## config.mk

```make
export PLATFORM = sky130hd
export DESIGN_NAME = pipeline_hazard_ctrl
export DESIGN_NICKNAME = d
export VERILOG_FILES = /design/src/rtl/pipeline_ctrl_pkg.sv /design/src/rtl/raw_hazard_detect.sv /design/src/rtl/pipeline_hazard_ctrl.sv
export SDC_FILE = /design/constraint.sdc
export NUM_CORES = 1
export LEC_CHECK = 0
export BUFFER_PORTS_ARGS = -buffer_cell sky130_fd_sc_hd__buf_2
export CORE_MARGIN = 2
export CORE_UTILIZATION = 51
export DETAILED_ROUTE_END_ITERATION = 8
export GPL_TIMING_DRIVEN = 1
export PLACE_DENSITY_LB_ADDON = 0.2
export SLEW_MARGIN = 20
export SYNTH_ARGS = -nofsm -noshare
export SYNTH_HDL_FRONTEND = slang
export SYNTH_SLANG_ARGS = --single-unit
```

## constraint.sdc

```tcl
create_clock -name clk_IDEX -period 3.75 [get_ports clk_IDEX]
set_clock_uncertainty 0.2 [all_clocks]
set_input_delay 1.125 -clock clk_IDEX [delete_from_list [all_inputs] [get_ports clk_IDEX]]
set_output_delay 1.125 -clock clk_IDEX [all_outputs]
set_load 0.05 [all_outputs]
```

## src/rtl/pipeline_ctrl_pkg.sv

```systemverilog
// pipeline_ctrl_pkg: shared state encoding and constants for the pipeline hazard controller
package pipeline_ctrl_pkg;
  typedef enum logic [1:0] {ST_RUN, ST_STALL, ST_MEM_WAIT} state_t;
  localparam logic [1:0] MEMTOREG_LOAD = 2'b01;
  localparam logic [4:0] REG_ZERO = 5'd0;
endpackage

```

## src/rtl/raw_hazard_detect.sv

```systemverilog
// raw_hazard_detect: compares ID source operands against EX/MEM destinations
module raw_hazard_detect
  import pipeline_ctrl_pkg::*;
(
  input  logic [4:0] rs1_addr_id,
  input  logic [4:0] rs2_addr_id,
  input  logic       rs1_used_id,
  input  logic       rs2_used_id,
  input  logic [4:0] rd_addr_ex,
  input  logic       reg_write_ex,
  input  logic [1:0] memto_reg_ex,
  input  logic [4:0] rd_addr_mem,
  input  logic       reg_write_mem,
  output logic       hit_ex,
  output logic       hit_ex_load,
  output logic       hit_mem
);
  assign hit_ex = reg_write_ex && rd_addr_ex != REG_ZERO &&
                  ((rs1_used_id && rs1_addr_id == rd_addr_ex) || (rs2_used_id && rs2_addr_id == rd_addr_ex));
  assign hit_ex_load = hit_ex && memto_reg_ex == MEMTOREG_LOAD;
  assign hit_mem = reg_write_mem && rd_addr_mem != REG_ZERO &&
                   ((rs1_used_id && rs1_addr_id == rd_addr_mem) || (rs2_used_id && rs2_addr_id == rd_addr_mem));
endmodule

```

## src/rtl/pipeline_hazard_ctrl.sv

```systemverilog
// pipeline_hazard_ctrl: stall/flush/freeze sequencer for the 5-stage pipeline
module pipeline_hazard_ctrl
  import pipeline_ctrl_pkg::*;
#(
  parameter int FORWARDING  = 1,
  parameter int MEM_TIMEOUT = 64,
  parameter int CNT_W       = 7
) (
  input  logic       clk_IDEX,
  input  logic       rst_IDEX,
  input  logic [4:0] Rs1_addr_ID,
  input  logic [4:0] Rs2_addr_ID,
  input  logic       Rs1_used_ID,
  input  logic       Rs2_used_ID,
  input  logic [4:0] Rd_addr_EX,
  input  logic       RegWrite_EX,
  input  logic [1:0] MemtoReg_EX,
  input  logic [4:0] Rd_addr_MEM,
  input  logic       RegWrite_MEM,
  input  logic       branch_taken_EX,
  input  logic       dmem_req_MEM,
  input  logic       dmem_ack,
  output logic       pc_en,
  output logic       en_IFID,
  output logic       flush_IFID,
  output logic       en_IDEX,
  output logic       flush_IDEX,
  output logic       en_EXMEM,
  output logic       en_MEMWB,
  output logic       stall_active,
  output logic       mem_err
);
  localparam logic [CNT_W-1:0] CNT_LAST = CNT_W'(MEM_TIMEOUT - 1);
  state_t state_q, state_d, ret_q, ret_d, eff_state;
  logic [CNT_W-1:0] cnt_q, cnt_d, ret_cnt_q, ret_cnt_d, eff_cnt;
  logic mem_err_q, mem_err_d;
  logic hit_ex, hit_ex_load, hit_mem, data_stall, in_wait, timeout, hold;

  raw_hazard_detect u_raw (
    .rs1_addr_id  (Rs1_addr_ID),
    .rs2_addr_id  (Rs2_addr_ID),
    .rs1_used_id  (Rs1_used_ID),
    .rs2_used_id  (Rs2_used_ID),
    .rd_addr_ex   (Rd_addr_EX),
    .reg_write_ex (RegWrite_EX),
    .memto_reg_ex (MemtoReg_EX),
    .rd_addr_mem  (Rd_addr_MEM),
    .reg_write_mem(RegWrite_MEM),
    .hit_ex       (hit_ex),
    .hit_ex_load  (hit_ex_load),
    .hit_mem      (hit_mem)
  );

  // Next state and enables; a release cycle out of MEM_WAIT behaves as a normal cycle of the saved state
  always_comb begin
    in_wait = state_q == ST_MEM_WAIT;
    timeout = in_wait && MEM_TIMEOUT != 0 && cnt_q == CNT_LAST && !dmem_ack;
    hold = in_wait ? !(dmem_ack || timeout) : (dmem_req_MEM && !dmem_ack);
    eff_state = in_wait ? ret_q : state_q;
    eff_cnt = in_wait ? ret_cnt_q : cnt_q;
    data_stall = FORWARDING != 0 ? hit_ex_load : (hit_ex || hit_mem);
    pc_en = 1'b1;
    en_IFID = 1'b1;
    flush_IFID = 1'b0;
    en_IDEX = 1'b1;
    flush_IDEX = 1'b0;
    en_EXMEM = 1'b1;
    en_MEMWB = 1'b1;
    state_d = ST_RUN;
    cnt_d = '0;
    ret_d = ret_q;
    ret_cnt_d = ret_cnt_q;
    mem_err_d = mem_err_q || timeout;
    if (hold) begin
      pc_en = 1'b0;
      en_IFID = 1'b0;
      en_IDEX = 1'b0;
      en_EXMEM = 1'b0;
      en_MEMWB = 1'b0;
      state_d = ST_MEM_WAIT;
      cnt_d = in_wait ? cnt_q + 1'b1 : '0;
      ret_d = in_wait ? ret_q : state_q;
      ret_cnt_d = in_wait ? ret_cnt_q : cnt_q;
    end else if (eff_state == ST_STALL) begin
      pc_en = 1'b0;
      en_IFID = 1'b0;
      flush_IDEX = 1'b1;
      state_d = eff_cnt > CNT_W'(1) ? ST_STALL : ST_RUN;
      cnt_d = eff_cnt - 1'b1;
    end else if (branch_taken_EX) begin
      flush_IFID = 1'b1;
      flush_IDEX = 1'b1;
    end else if (data_stall) begin
      pc_en = 1'b0;
      en_IFID = 1'b0;
      flush_IDEX = 1'b1;
      state_d = (FORWARDING == 0 && hit_ex) ? ST_STALL : ST_RUN;
      cnt_d = (FORWARDING == 0 && hit_ex) ? CNT_W'(1) : '0;
    end
    stall_active = state_q != ST_RUN || !pc_en || flush_IFID || flush_IDEX;
  end

  assign mem_err = mem_err_q;

  // State, counter, saved context and sticky error registers
  always_ff @(posedge clk_IDEX or posedge rst_IDEX) begin
    if (rst_IDEX) begin
      state_q <= ST_RUN;
      ret_q <= ST_RUN;
      cnt_q <= '0;
      ret_cnt_q <= '0;
      mem_err_q <= 1'b0;
    end else begin
      state_q <= state_d;
      ret_q <= ret_d;
      cnt_q <= cnt_d;
      ret_cnt_q <= ret_cnt_d;
      mem_err_q <= mem_err_d;
    end
  end

  a_no_branch_in_stall: assert property (@(posedge clk_IDEX) disable iff (rst_IDEX)
    state_q == ST_STALL |-> !branch_taken_EX);
endmodule

```

# --- Yosys cells after proc, flatten, opt, wreduce, memory -nomap -nowiden ---
# Index checks and enable logic that the tools add are counted.
op_classes:
  n_eq_ne: 6
  reduce_logical: 19
  muxes: 21
  magnitude_cmp: 1
  n_addsub: 2
ops:
  columns: ["operator", "n"]
  rows:
  - ["$mux 7", 4]
  - ["$mux 1", 15]
  - ["$eq 5x5->1", 2]
  - ["$logic_and 1x1->1", 8]
  - ["$add 7x1->7 const B", 1]
  - ["$eq 7x6->1 const B", 1]
  - ["$gt 7x1->1 const B", 1]
  - ["$sub 7x1->7 const B", 1]
  - ["$logic_or 1x1->1", 6]
  - ["$reduce_bool 5->1", 1]
  - ["$eq 2x1->1 const B", 2]
  - ["$mux 2", 2]
  - ["$logic_not 1->1", 3]
  - ["$eq 2x2->1 const B", 1]
  - ["$reduce_bool 2->1", 1]
totals:
  out_inout_bits: 9
  inputBits: 31
  register_bits: 19

# --- Logic depth before layout (Yosys ltp) ---
# Gate-level depths: netlist of run 1.
depth:
  word_depth: 13
  ltp_mapped: 7
  depth_no_buf: 7

# --- Cells and area by module ---
# Synthesis of run 1 repeated with hierarchy kept, for this count alone.
hier_totals:
  cells_unflattened: 151
  area_unflattened_um2: 1437.6
by_module_without_submodules:
  columns: ["mod", "seq_area_each_um2", "instances", "area_each_um2", "cells_per_inst"]
  rows:
  - ["pipeline_hazard_ctrl", 475.5, 1, 1157.4, 116]
  - ["raw_hazard_detect", 0.0, 1, 280.3, 35]

# --- Worst setup path before layout of run 1 ---
# Ideal clock, no wire load.
synth_path:
  path_kind: "input-to-output"
  from: "input port Rd_addr_EX[3]"
  to: "output port stall_active"
  slack_ps: -378
  t_arrival_ps: 2803
  required_time_ps: 2425
  path_buffers: 0
  stages: 4
  cell_sequence: "xor2_1 > nor4_1 > a32oi_1 > o21ai_0"
synth_via:
  elab_chain_cells: 13
  word_cells_on_any_way: 21
  cone_classes: "2 x eq/ne; 8 x mux; 11 x reduce/logical"
synth_lines:
  columns: ["element", "line", "source"]
  rows:
  - ["start: declaration", "pipeline_hazard_ctrl.sv:15", "input logic [4:0] Rd_addr_EX,"]
  - ["$eq 5x5->1", "raw_hazard_detect.sv:19", "((rs1_used_id && rs1_addr_id == rd_addr_ex) || (rs2_used_id && rs2_addr_id == rd_addr_ex));"]
  - ["$logic_and 1x1->1", "raw_hazard_detect.sv:19", null]
  - ["$logic_or 1x1->1", "raw_hazard_detect.sv:19", null]
  - ["$logic_and 1x1->1 (*)", "raw_hazard_detect.sv:18", "assign hit_ex = reg_write_ex && rd_addr_ex != REG_ZERO &&"]
  - ["$logic_and 1x1->1 (*)", "raw_hazard_detect.sv:20", "assign hit_ex_load = hit_ex && memto_reg_ex == MEMTOREG_LOAD;"]
  - ["$mux 1", "pipeline_hazard_ctrl.sv:93", "end else if (data_stall) begin"]
  - ["$mux 1", "pipeline_hazard_ctrl.sv:90", "end else if (branch_taken_EX) begin"]
  - ["$mux 1", "pipeline_hazard_ctrl.sv:84", "end else if (eff_state == ST_STALL) begin"]
  - ["$mux 1", "pipeline_hazard_ctrl.sv:74", "if (hold) begin"]
  - ["$logic_not 1->1", "pipeline_hazard_ctrl.sv:100", "stall_active = state_q != ST_RUN || !pc_en || flush_IFID || flush_IDEX;"]
  - ["$logic_or 1x1->1 (2 in series)", "pipeline_hazard_ctrl.sv:100", null]
  - ["$logic_or 1x1->1 (*)", "pipeline_hazard_ctrl.sv:100", null]
  - ["end: declaration", "pipeline_hazard_ctrl.sv:30", "output logic stall_active,"]
# Every way passes the cells marked *; elsewhere a longest branch is shown, timed or not.

# --- Worst setup path in the final report of run 1 ---
layout_path:
  from: "input port Rd_addr_EX[1]"
  to: "output port pc_en"
layout_via:
  elab_chain_cells: 9
  word_cells_on_any_way: 13
  cone_classes: "2 x eq/ne; 4 x mux; 7 x reduce/logical"
layout_lines:
  columns: ["element", "line", "source"]
  rows:
  - ["$eq 5x5->1", "raw_hazard_detect.sv:19", null]
  - ["$logic_and 1x1->1", "raw_hazard_detect.sv:19", null]
  - ["$logic_or 1x1->1", "raw_hazard_detect.sv:19", null]
  - ["$logic_and 1x1->1 (*)", "raw_hazard_detect.sv:18", null]
  - ["$logic_and 1x1->1 (*)", "raw_hazard_detect.sv:20", null]
  - ["$mux 1 (*)", "pipeline_hazard_ctrl.sv:93", null]
  - ["$mux 1 (*)", "pipeline_hazard_ctrl.sv:90", null]
  - ["$mux 1 (*)", "pipeline_hazard_ctrl.sv:84", null]
  - ["$mux 1 (*)", "pipeline_hazard_ctrl.sv:74", null]
  - ["end: declaration", "pipeline_hazard_ctrl.sv:23", "output logic pc_en,"]
# Marks and branches as above.

==> results of run 1 <==
[cell families after synthesis]
family / count (synthesis) / share of synthesized area [%]
compound gates: 41 / 20.66
simple gates: 36 / 16.35
flops: 19 / 35.51
xor+xnor: 15 / 9.813
buf+inv: 13 / 5.140
mux: 12 / 9.719
fa+ha+maj: 3 / 2.804
[critical path, cell delays in order]
cell     delay, ps
buf_2          120
xor2_1         150
nor4_2         290
a32oi_1        190
o311a_4        350
buf_6          160
[synthesized netlist by cell type (all sizes together), types with 5 or more instances]
cell   number
dfrtp      19
o21ai      17
nor2       13
xor2        9
inv         8
mux2i       7
xnor2       6
buf         5
mux2        5
nor4        5
[repair_timing]
item,CTS,global route
pin swaps,4,1
setup endpoints to repair,4,4
resized for setup,9,2
endpoints found under the hold margin,0,0
[stage by stage]
step	setup TNS (ps)	worst slack, ps	hold WS (ps)
floorplan	-37.57	-37.57	252.2
global placement	-40.26	-20.21	235.8
detailed placement	-274.9	-82.70	268.5
CTS	0	0.2223	296.8
global route	-119.2	-38.28	316.0
finish	0	35.85	283.5
[worst max path at each step]
stage	slack (ps)	depth (start not counted)	endpoint	start
after floorplan	-40	4	stall_active	Rd_addr_EX[3]
after global placement	-20	6	pc_en	Rd_addr_EX[3]
after detailed placement	-80	6	pc_en	Rd_addr_EX[3]
after CTS	0.2	6	pc_en	Rd_addr_EX[1]
after global routing	-40	7	stall_active	Rd_addr_EX[2]
final	40	6	pc_en	Rd_addr_EX[1]
[where the power goes]
part / switching, mW / internal, mW
combinational: 0.0750 / 0.0483
clock: 0.0654 / 0.0398
sequential: 0.00473 / 0.209
[metal layers]
layer	global-route usage (%)	vias to the layer above
li1	-	591
met3	3.279	4
met4	5.226	0
met5	0	-
met1	29.69	560
met2	38.44	30
[flip-flops by register name, indices dropped and copies added (netlist names)]
| register | flops |
|---|---|
| cnt_q | 7 |
| ret_q | 2 |
| state_q | 2 |
| mem_err | 1 |
| ret_cnt_q | 7 |
[layout make-up]
cell class	count	share of cell area [%]
clock inverters	1	0.3077
well taps	30	2.308
inverters	8	2.000
repair buffers	38	14.00
multi-input cells	107	50.77
clock buffers	3	1.385
flip-flops and latches	19	29.23
==> impl_metrics.tcl, run 1 <==
set metrics [dict create \
    syn_inst 139 \
    grt_pass1_vias 1155 \
    fmax_ghz 0.2692 \
    ys.flop_type "dfrtp_1" \
    hold_end "mem_err$_DFF_PP0_" \
    clock_latency_ps 300 \
    power_density_nw_per_um2 271.6 \
    critPathKind "in2out" \
    fillCellCount 210 \
    hold_buffers 0 \
    grt_pass1_wl_um 5520 \
    fin_cells 206 \
    reg2reg_from "state_q[1]$_DFF_PP0_" \
    root_buffer "clkbuf_4" \
    synth_enable_flop_cells 0 \
    wl_um 3214 \
    rsz0062_at_grt "yes" \
    min_path_cells 1 \
    peakVddDrop_v 0.0002569 \
    rows 18 \
    start_util_pct 54.04 \
    synth_seq_cells 19 \
    critical_path_required_ps 2420 \
    cts_buffers 3 \
    syn_nets 173 \
    ios 40 \
    wire_per_inst_um 15.60 \
    cts.clk_slew.worst_paths_ps 110 \
    synth_top_area_cell "dfrtp_1" \
    mostFrequentLayoutCell "buf_2" \
    ant_nets 0 \
    place_hpwl_um 2510 \
    final-setup-viol-count 0 \
    antenna_cells 0 \
    met3_length_um 130 \
    finalCriticalPeriod_ps 3714 \
    min_path_type "reg2reg" \
    fin_crit_sh_pct 99.04 \
    seq_area_sq_um 475.5 \
    antenna_found_initial 0 \
    slew_headroom_pct 51.68 \
    grt_use_total_pct 22.37 \
    vias_per_cell 5.752 \
    grt_max_degree 20 \
    syn_area_sq_um 1339 \
    wl_met2_um 1634 \
    placed_area_sq_um 1558 \
    first_pass_iters 4 \
    p_leak_nw 0.7441 \
    reg2reg_slack_ps 1350 \
    most-common-layout-cells "buf_2 (29), dfrtp_1 (19), nor2_1 (12), o21ai_1 (11), xor2_1 (9)" \
    hold_violations 0 \
    worst-slew-pin-transition_ps 724.0 \
    cap_violations 0 \
    die_area_sq_um 3051 \
    async_flop_share_pct 100.0 \
    htree_levels 1 \
    synth.area.top_cells "dfrtp_1 (36%), xor2_1 (5.9%), mux2i_1 (5.2%)" \
    synth_cell_type_count 49 \
    utilization_pct 65.66 \
    first_iter_violations 29 \
    dp.cells 202 \
    design_area_sq_um 1627 \
    power.total_mw 0.4418 \
    routedLengthMet1_um 1421 \
    arrival_ps 2390 \
    seq_area_frac_synth_pct 35.51 \
    ff2ff_path_depth 7 \
    portBuffers 33 \
    yosys_warnings 0 \
    routabilityCongestion 0.8359 \
    status "complete, no violations" \
    dieWidth_um 55.24 \
    cts.sinks 19 \
    tritoncts "done" \
    r2r-end "cnt_q[6]$_DFF_PP0_" \
    drc_errors 0 \
    layout-drive-gt1-share_pct 31.82 \
    min_from "mem_err$_DFF_PP0_" \
    cp-start-kind "input pin" \
    top_layer "met4" \
    die_h_um 55.24 \
    worst_setup_path_end_kind "output pin" \
    cts_setup_buffers 0 \
    num_vias 1185 \
    coreArea_sq_um 2477 \
    multi_input_area_sq_um 825.8 \
    path_max_fanout 3 \
    nets 211 \
    synth.top_cell.area_share_pct 35.51 \
    synth.avg_cell_area_sq_um 9.632 \
    overflow 0 \
    syn2layout_area_growth_pct 21.50 \
    drv_slew 0 \
    clock_path_buffers 2 \
]
(Power assumes the default switching activity.)
==> inputs of run 2 (changes only) <==
--- a/config.mk
+++ b/config.mk
@@ -5,9 +5,12 @@
 export SDC_FILE = /design/constraint.sdc
 export NUM_CORES = 1
 export LEC_CHECK = 0
+export ABC_AREA = 1
 export BUFFER_PORTS_ARGS = -buffer_cell sky130_fd_sc_hd__buf_2
+export CELL_PAD_IN_SITES_DETAIL_PLACEMENT = 0
+export CELL_PAD_IN_SITES_GLOBAL_PLACEMENT = 2
 export CORE_MARGIN = 2
-export CORE_UTILIZATION = 51
+export CORE_UTILIZATION = 28
 export DETAILED_ROUTE_END_ITERATION = 8
 export GPL_TIMING_DRIVEN = 1
 export PLACE_DENSITY_LB_ADDON = 0.2
==> run 2 against run 1 <==
Sequential share of layout area down 2.5 points; wire length up 12%; utilization down 33 points; critical path type unchanged; highest routed layer unchanged.
==> impl_metrics.tcl, run 2 <==
set metrics [dict create \
    syn2layout_area_growth_pct 14.68 \
    power_frac_clock_pct 28.1 \
    seq_area_frac_synth_pct 30.65 \
    grt_use_total_pct 12.66 \
    worst-slew-pin-transition_ps 754.1 \
    largestRegisters "cnt_q x7, ret_cnt_q x7" \
    crit_path_top_delay_cell "buf_2" \
    hold_violations 0 \
    cts_buffers 3 \
    reg2reg_from "state_q[1]$_DFF_PP0_" \
    critPathBufInv 3 \
    portBuffers 33 \
    antenna_cells 0 \
    p_sw_mw 0.1862 \
    crit_start "Rd_addr_EX[4]" \
    overflow 0 \
    synth_cell_type_count 30 \
    vias_per_cell 4.225 \
    nets 288 \
    wire_per_inst_um 11.10 \
    crit_cells 9 \
    critPathTopFamily "buffers and inverters" \
    grt_pass1_wl_um 6196 \
    syn_area_sq_um 1551 \
    yosysMostFrequentCell "nand2_1" \
    wl_um 3609 \
    synth_seq_cells 19 \
    path_max_fanout 3 \
    p_leak_nw 0.9431 \
    tns_ps 0 \
    synth_simple_gate_area_share_pct 37.66 \
    endpoint "flush_IDEX" \
    reg2reg_slack_ps 1720 \
    syn_nets 256 \
    synth_compound_area_share_pct 12.74 \
    rsz0062_at_grt "no" \
    grt_max_degree 22 \
    worst_slack_ps 223.7 \
    die_h_um 78.44 \
    slowest_delay_ps 270 \
    hold_buffers 0 \
    cp-start-kind "input pin" \
    layout-drive-gt1-share_pct 27.67 \
    ff2ff_path_depth 9 \
    peakVddDrop_v 0.0001127 \
    drv_slew 0 \
    postCtsResizedCells 0 \
    synth.top_cell.area_share_pct 30.65 \
    synth_enable_flop_cells 0 \
    async_flop_share_pct 100.0 \
    status "complete, no violations" \
    syn_inst 222 \
    min_path_type "reg2reg" \
    start_util_pct 28.53 \
    critical_path_required_ps 2420 \
    first_pass_iters 4 \
    cts.clk_slew.worst_paths_ps 80 \
    arrival_ps 2200 \
    fmax_ghz 0.2836 \
    cts_setup_buffers 0 \
    fin_crit_sh_pct 94.04 \
    most-common-layout-cells "nand2_1 (66), buf_2 (33), inv_1 (31), nand3_1 (21)" \
    crit_top_cell "nand2_1" \
    cap_violations 0 \
    r2r-end "cnt_q[6]$_DFF_PP0_" \
    drc_errors 0 \
    grt_pass1_vias 1314 \
    synth_commonest_cells "nand2_1 (66), inv_1 (31), nand3_1 (21)" \
    p_sw_share_pct 35.30 \
    internal_power_mw 0.3414 \
    synth_top_area_cell "dfrtp_1" \
    final-setup-viol-count 0 \
    power.total_mw 0.5276 \
    place_hpwl_um 2865 \
    rows 27 \
    htree_levels 1 \
    critPathKind "in2out" \
    yosys_warnings 0 \
    synth.avg_cell_area_sq_um 6.989 \
    power_density_nw_per_um2 296.5 \
    tritoncts "done" \
    antenna_found_initial 0 \
    synth.area.top_cells "dfrtp_1 (31%), nand2_1 (16%), inv_1 (7.5%)" \
    clock_latency_ps 260 \
    cts.sinks 19 \
    num_vias 1373 \
    finalCriticalPeriod_ps 3526 \
    routabilityCongestion 0.7226 \
    synth_top_family_by_area "simple AND/OR/NAND/NOR gates" \
    slew_headroom_pct 49.67 \
    crit_chain "buf_2 -> inv_1 -> nand2_1 -> a21oi_1 -> nand3_1 -> nand2_1 -> nand2_1 -> a21oi_1 -> buf_2" \
    p_comb_share_pct 29.4 \
    first_iter_violations 54 \
    mostFrequentLayoutCell "nand2_1" \
    post-place-ws_ps 208.7 \
    synth_mux_area_share_pct 0 \
    p_seq_share_pct 42.5 \
    worst_setup_path_end_kind "output pin" \
    ys.flop_type "dfrtp_1" \
    yosys.area_share.adder_pct 2.419 \
    synth_xor_area_share_pct 2.258 \
    dieWidth_um 78.44 \
    coreArea_sq_um 5439 \
    ant_nets 0 \
    root_buffer "clkbuf_8" \
    die_area_sq_um 6153 \
    clock_path_buffers 2 \
    ios 40 \
]
[run 2: changes by cell type in the layout (fill, tap and decap cells not counted), sizes merged, moves of 6 or more]
cell,change
inv,+29
mux2i,-7
nand2,+71
nand3,+20
nor2,+12
xor2,-6
[run 2: worst min path at each step]
stage                    startpoint                    to  slack [ps]  depth (start not counted)
6_report          mem_err$_DFF_PP0_     mem_err$_DFF_PP0_         280                          1
4_1_cts           mem_err$_DFF_PP0_     mem_err$_DFF_PP0_         280                          1
2_1_floorplan  ret_q[1]$_DFFE_PP0N_  ret_q[1]$_DFFE_PP0N_         250                          2
3_5_place_dp      mem_err$_DFF_PP0_     mem_err$_DFF_PP0_         260                          1
3_3_place_gp      mem_err$_DFF_PP0_     mem_err$_DFF_PP0_         250                          1
5_1_grt           mem_err$_DFF_PP0_     mem_err$_DFF_PP0_         310                          1
[run 2: kinds of logic (layout without fill, tap and decap cells)]
logic type | count (synthesis) | in the layout
AOI/OAI and AO/OA | 27 | 27
xor gates and xnor gates | 4 | 4
adders and majority gates | 3 | 3
buffers and inverters | 44 | 75
DFF | 19 | 19
and+or+nand+nor | 125 | 125
[run 2: cell type report]
type	instances	area [sq um]
repair buffers	34	172.7
multi-input cells	159	854.6
flip-flops and latches	19	475.5
well taps	72	90.09
inverters	37	141.4
fillers	612	3660
clock buffers	4	45.04
[run 2: routing by layer]
| metal | vias to the layer above | part of all wire [%] | global-route usage, % |
|---|---|---|---|
| met5 | - | 0 | 0 |
| met4 | 0 | 0.83 | 3.684 |
| met3 | 2 | 2.1 | 1.149 |
| met2 | 19 | 45 | 20.78 |
| met1 | 602 | 52 | 17.68 |
| li1 | 750 | - | - |
[run 2: power groups by stage]
stage	sequential, mW	clock, mW	combinational (mW)
final	0.224	0.148	0.155
after detailed placement	0.228	0	0.158
after global routing	0.226	0.162	0.177
after CTS	0.224	0.154	0.158
after global placement	0.228	0	0.159
after floorplan	0.226	0	0.127
[run 2: through the flow]
stage                     hold slack (ps)  instance area, sq um  instances  util (%)
after floorplan                     249.9                  1551        222         -
after global placement              254.5                  1734        321     31.88
after detailed placement            257.2                  1734        321     31.88
after CTS                           278.5                  1779        325     32.71
after global routing                307.0                  1779        325     32.71
final                               276.6                  1779        325     32.71
==> inputs of run 3 (changes only) <==
--- a/config.mk
+++ b/config.mk
@@ -14,6 +14,7 @@
 export DETAILED_ROUTE_END_ITERATION = 8
 export GPL_TIMING_DRIVEN = 1
 export PLACE_DENSITY_LB_ADDON = 0.2
+export RECOVER_POWER = 25
 export SLEW_MARGIN = 20
 export SYNTH_ARGS = -nofsm -noshare
 export SYNTH_HDL_FRONTEND = slang
==> run 3 against run 2 <==
Register-to-register slack hardly changed; final cell count stayed put; wire length is 0.58% higher; clock power hardly changed; setup slack worse by 30 ps; via count is 0.15% higher; power is 0.12% lower; critical path type unchanged.
==> impl_metrics.tcl, run 3 (synthesis gave the netlist of run 2 again) <==
set metrics [dict create \
    hold_buffers 0 \
    dieWidth_um 78.44 \
    root_buffer "clkbuf_8" \
    overflow 0 \
    layout-drive-gt1-share_pct 27.27 \
    mostFrequentLayoutCell "nand2_1" \
    p_sw_mw 0.1857 \
    power_density_nw_per_um2 296.6 \
    ant_nets 0 \
    finalCriticalPeriod_ps 3556 \
    die_h_um 78.44 \
    p_seq_share_pct 42.5 \
    rsz0062_at_grt "no" \
    drc_errors 0 \
    postCtsResizedCells 0 \
    slew_headroom_pct 49.74 \
    cts_setup_buffers 0 \
    htree_levels 1 \
    arrival_ps 2230 \
    status "complete, no violations" \
    fin_cells 325 \
    critical_path_required_ps 2420 \
    portBuffers 33 \
    worst_setup_path_end_kind "output pin" \
    num_vias 1375 \
    grt_pass1_wl_um 6196 \
    cts.clk_slew.worst_paths_ps 70 \
    critPathKind "in2out" \
    cp-start-kind "input pin" \
    p_leak_nw 0.9431 \
    first_iter_violations 54 \
    fmax_ghz 0.2812 \
    p_sw_share_pct 35.25 \
    tritoncts "done" \
    cts.sinks 19 \
    grt_use_total_pct 12.66 \
    most-common-layout-cells "nand2_1 (66), buf_2 (33), inv_1 (31), nand3_1 (21), nor2_1 (20)" \
    tns_ps 0 \
    worst-slew-pin-transition_ps 753.1 \
    nets 288 \
    holdWs_ps 276.6 \
    dp.cells 321 \
    fin_crit_sh_pct 94.82 \
    hold_violations 0 \
    final-setup-viol-count 0 \
    first_pass_iters 4 \
    peakVddDrop_v 0.0001121 \
    place_hpwl_um 2865 \
    cap_violations 0 \
    antenna_cells 0 \
    p_comb_share_pct 29.4 \
    rows 27 \
    placed_area_sq_um 1734 \
    wire_per_inst_um 11.17 \
    path_max_fanout 6 \
    grt_max_degree 22 \
    syn2layout_area_growth_pct 14.52 \
    clock_path_buffers 2 \
    routabilityCongestion 0.7226 \
    fillCellCount 613 \
    vias_per_cell 4.231 \
    ios 40 \
    power.total_mw 0.5269 \
    cts_buffers 3 \
    internal_power_mw 0.3412 \
    wl_um 3630 \
    drv_slew 0 \
    design_area_sq_um 1777 \
    clock_latency_ps 260 \
    antenna_found_initial 0 \
    min_path_type "reg2reg" \
    grt_pass1_vias 1314 \
    die_area_sq_um 6153 \
    power_frac_clock_pct 28.1 \
    coreArea_sq_um 5439 \
    largestRegisters "cnt_q x7, ret_cnt_q x7" \
    start_util_pct 28.53 \
]
## run 3: cell counts in the layout (fill, tap and decap cells not counted)
Identical to the previous run, type by type.
## run 3: power groups by stage
stage / logic (mW) / registers (mW) / clock network [mW]
after floorplan: 0.127 / 0.226 / 0
after detailed placement: 0.158 / 0.228 / 0
final: 0.155 / 0.224 / 0.148
after global placement: 0.159 / 0.228 / 0
after global routing: 0.176 / 0.226 / 0.162
after CTS: 0.158 / 0.224 / 0.154
## run 3: worst paths after layout
check	slack (ps)	cells past startpoint	endpoint	from
max	190	9	pc_en	dmem_req_MEM
min	280	1	mem_err$_DFF_PP0_	mem_err$_DFF_PP0_
max reg2reg	1720	10	cnt_q[6]$_DFF_PP0_	state_q[1]$_DFF_PP0_
min reg2reg	280	1	mem_err$_DFF_PP0_	mem_err$_DFF_PP0_
max in group asynchronous	2090	2	cnt_q[2]$_DFF_PP0_	rst_IDEX
min in group asynchronous	790	2	ret_q[1]$_DFFE_PP0N_	rst_IDEX
## run 3: routing by layer
layer / routed length [um] / part of all wire, % / global-route usage (%)
met1: 1878 / 52 / 17.68
met2: 1647 / 45 / 20.78
met3: 73 / 2.0 / 1.149
met4: 30 / 0.83 / 3.684
met5: 0 / 0 / 0
## run 3: cell type report
type | instances | area [sq um] | area share, %
repair buffers | 34 | 172.7 | 9.718
clock buffers | 4 | 45.04 | 2.535
multi-input cells | 159 | 852.1 | 47.96
inverters | 37 | 141.4 | 7.958
well taps | 72 | 90.09 | 5.070
flip-flops and latches | 19 | 475.5 | 26.76
## run 3: metrics by stage
step	utilization, %	setup slack, ps
finish	32.67	194.1
global route	32.67	62.44
CTS	32.71	203.0
detailed placement	31.88	208.7
global placement	31.88	208.9
floorplan	-	104.7
## run 3: critical path, cell delays in order
cell	delay (ps)
buf_2	100
nor2_1	180
nor2_4	60
nand2_2	80
inv_2	70
nor2_1	170
nand2_1	100
nand2_1	90
buf_2	260
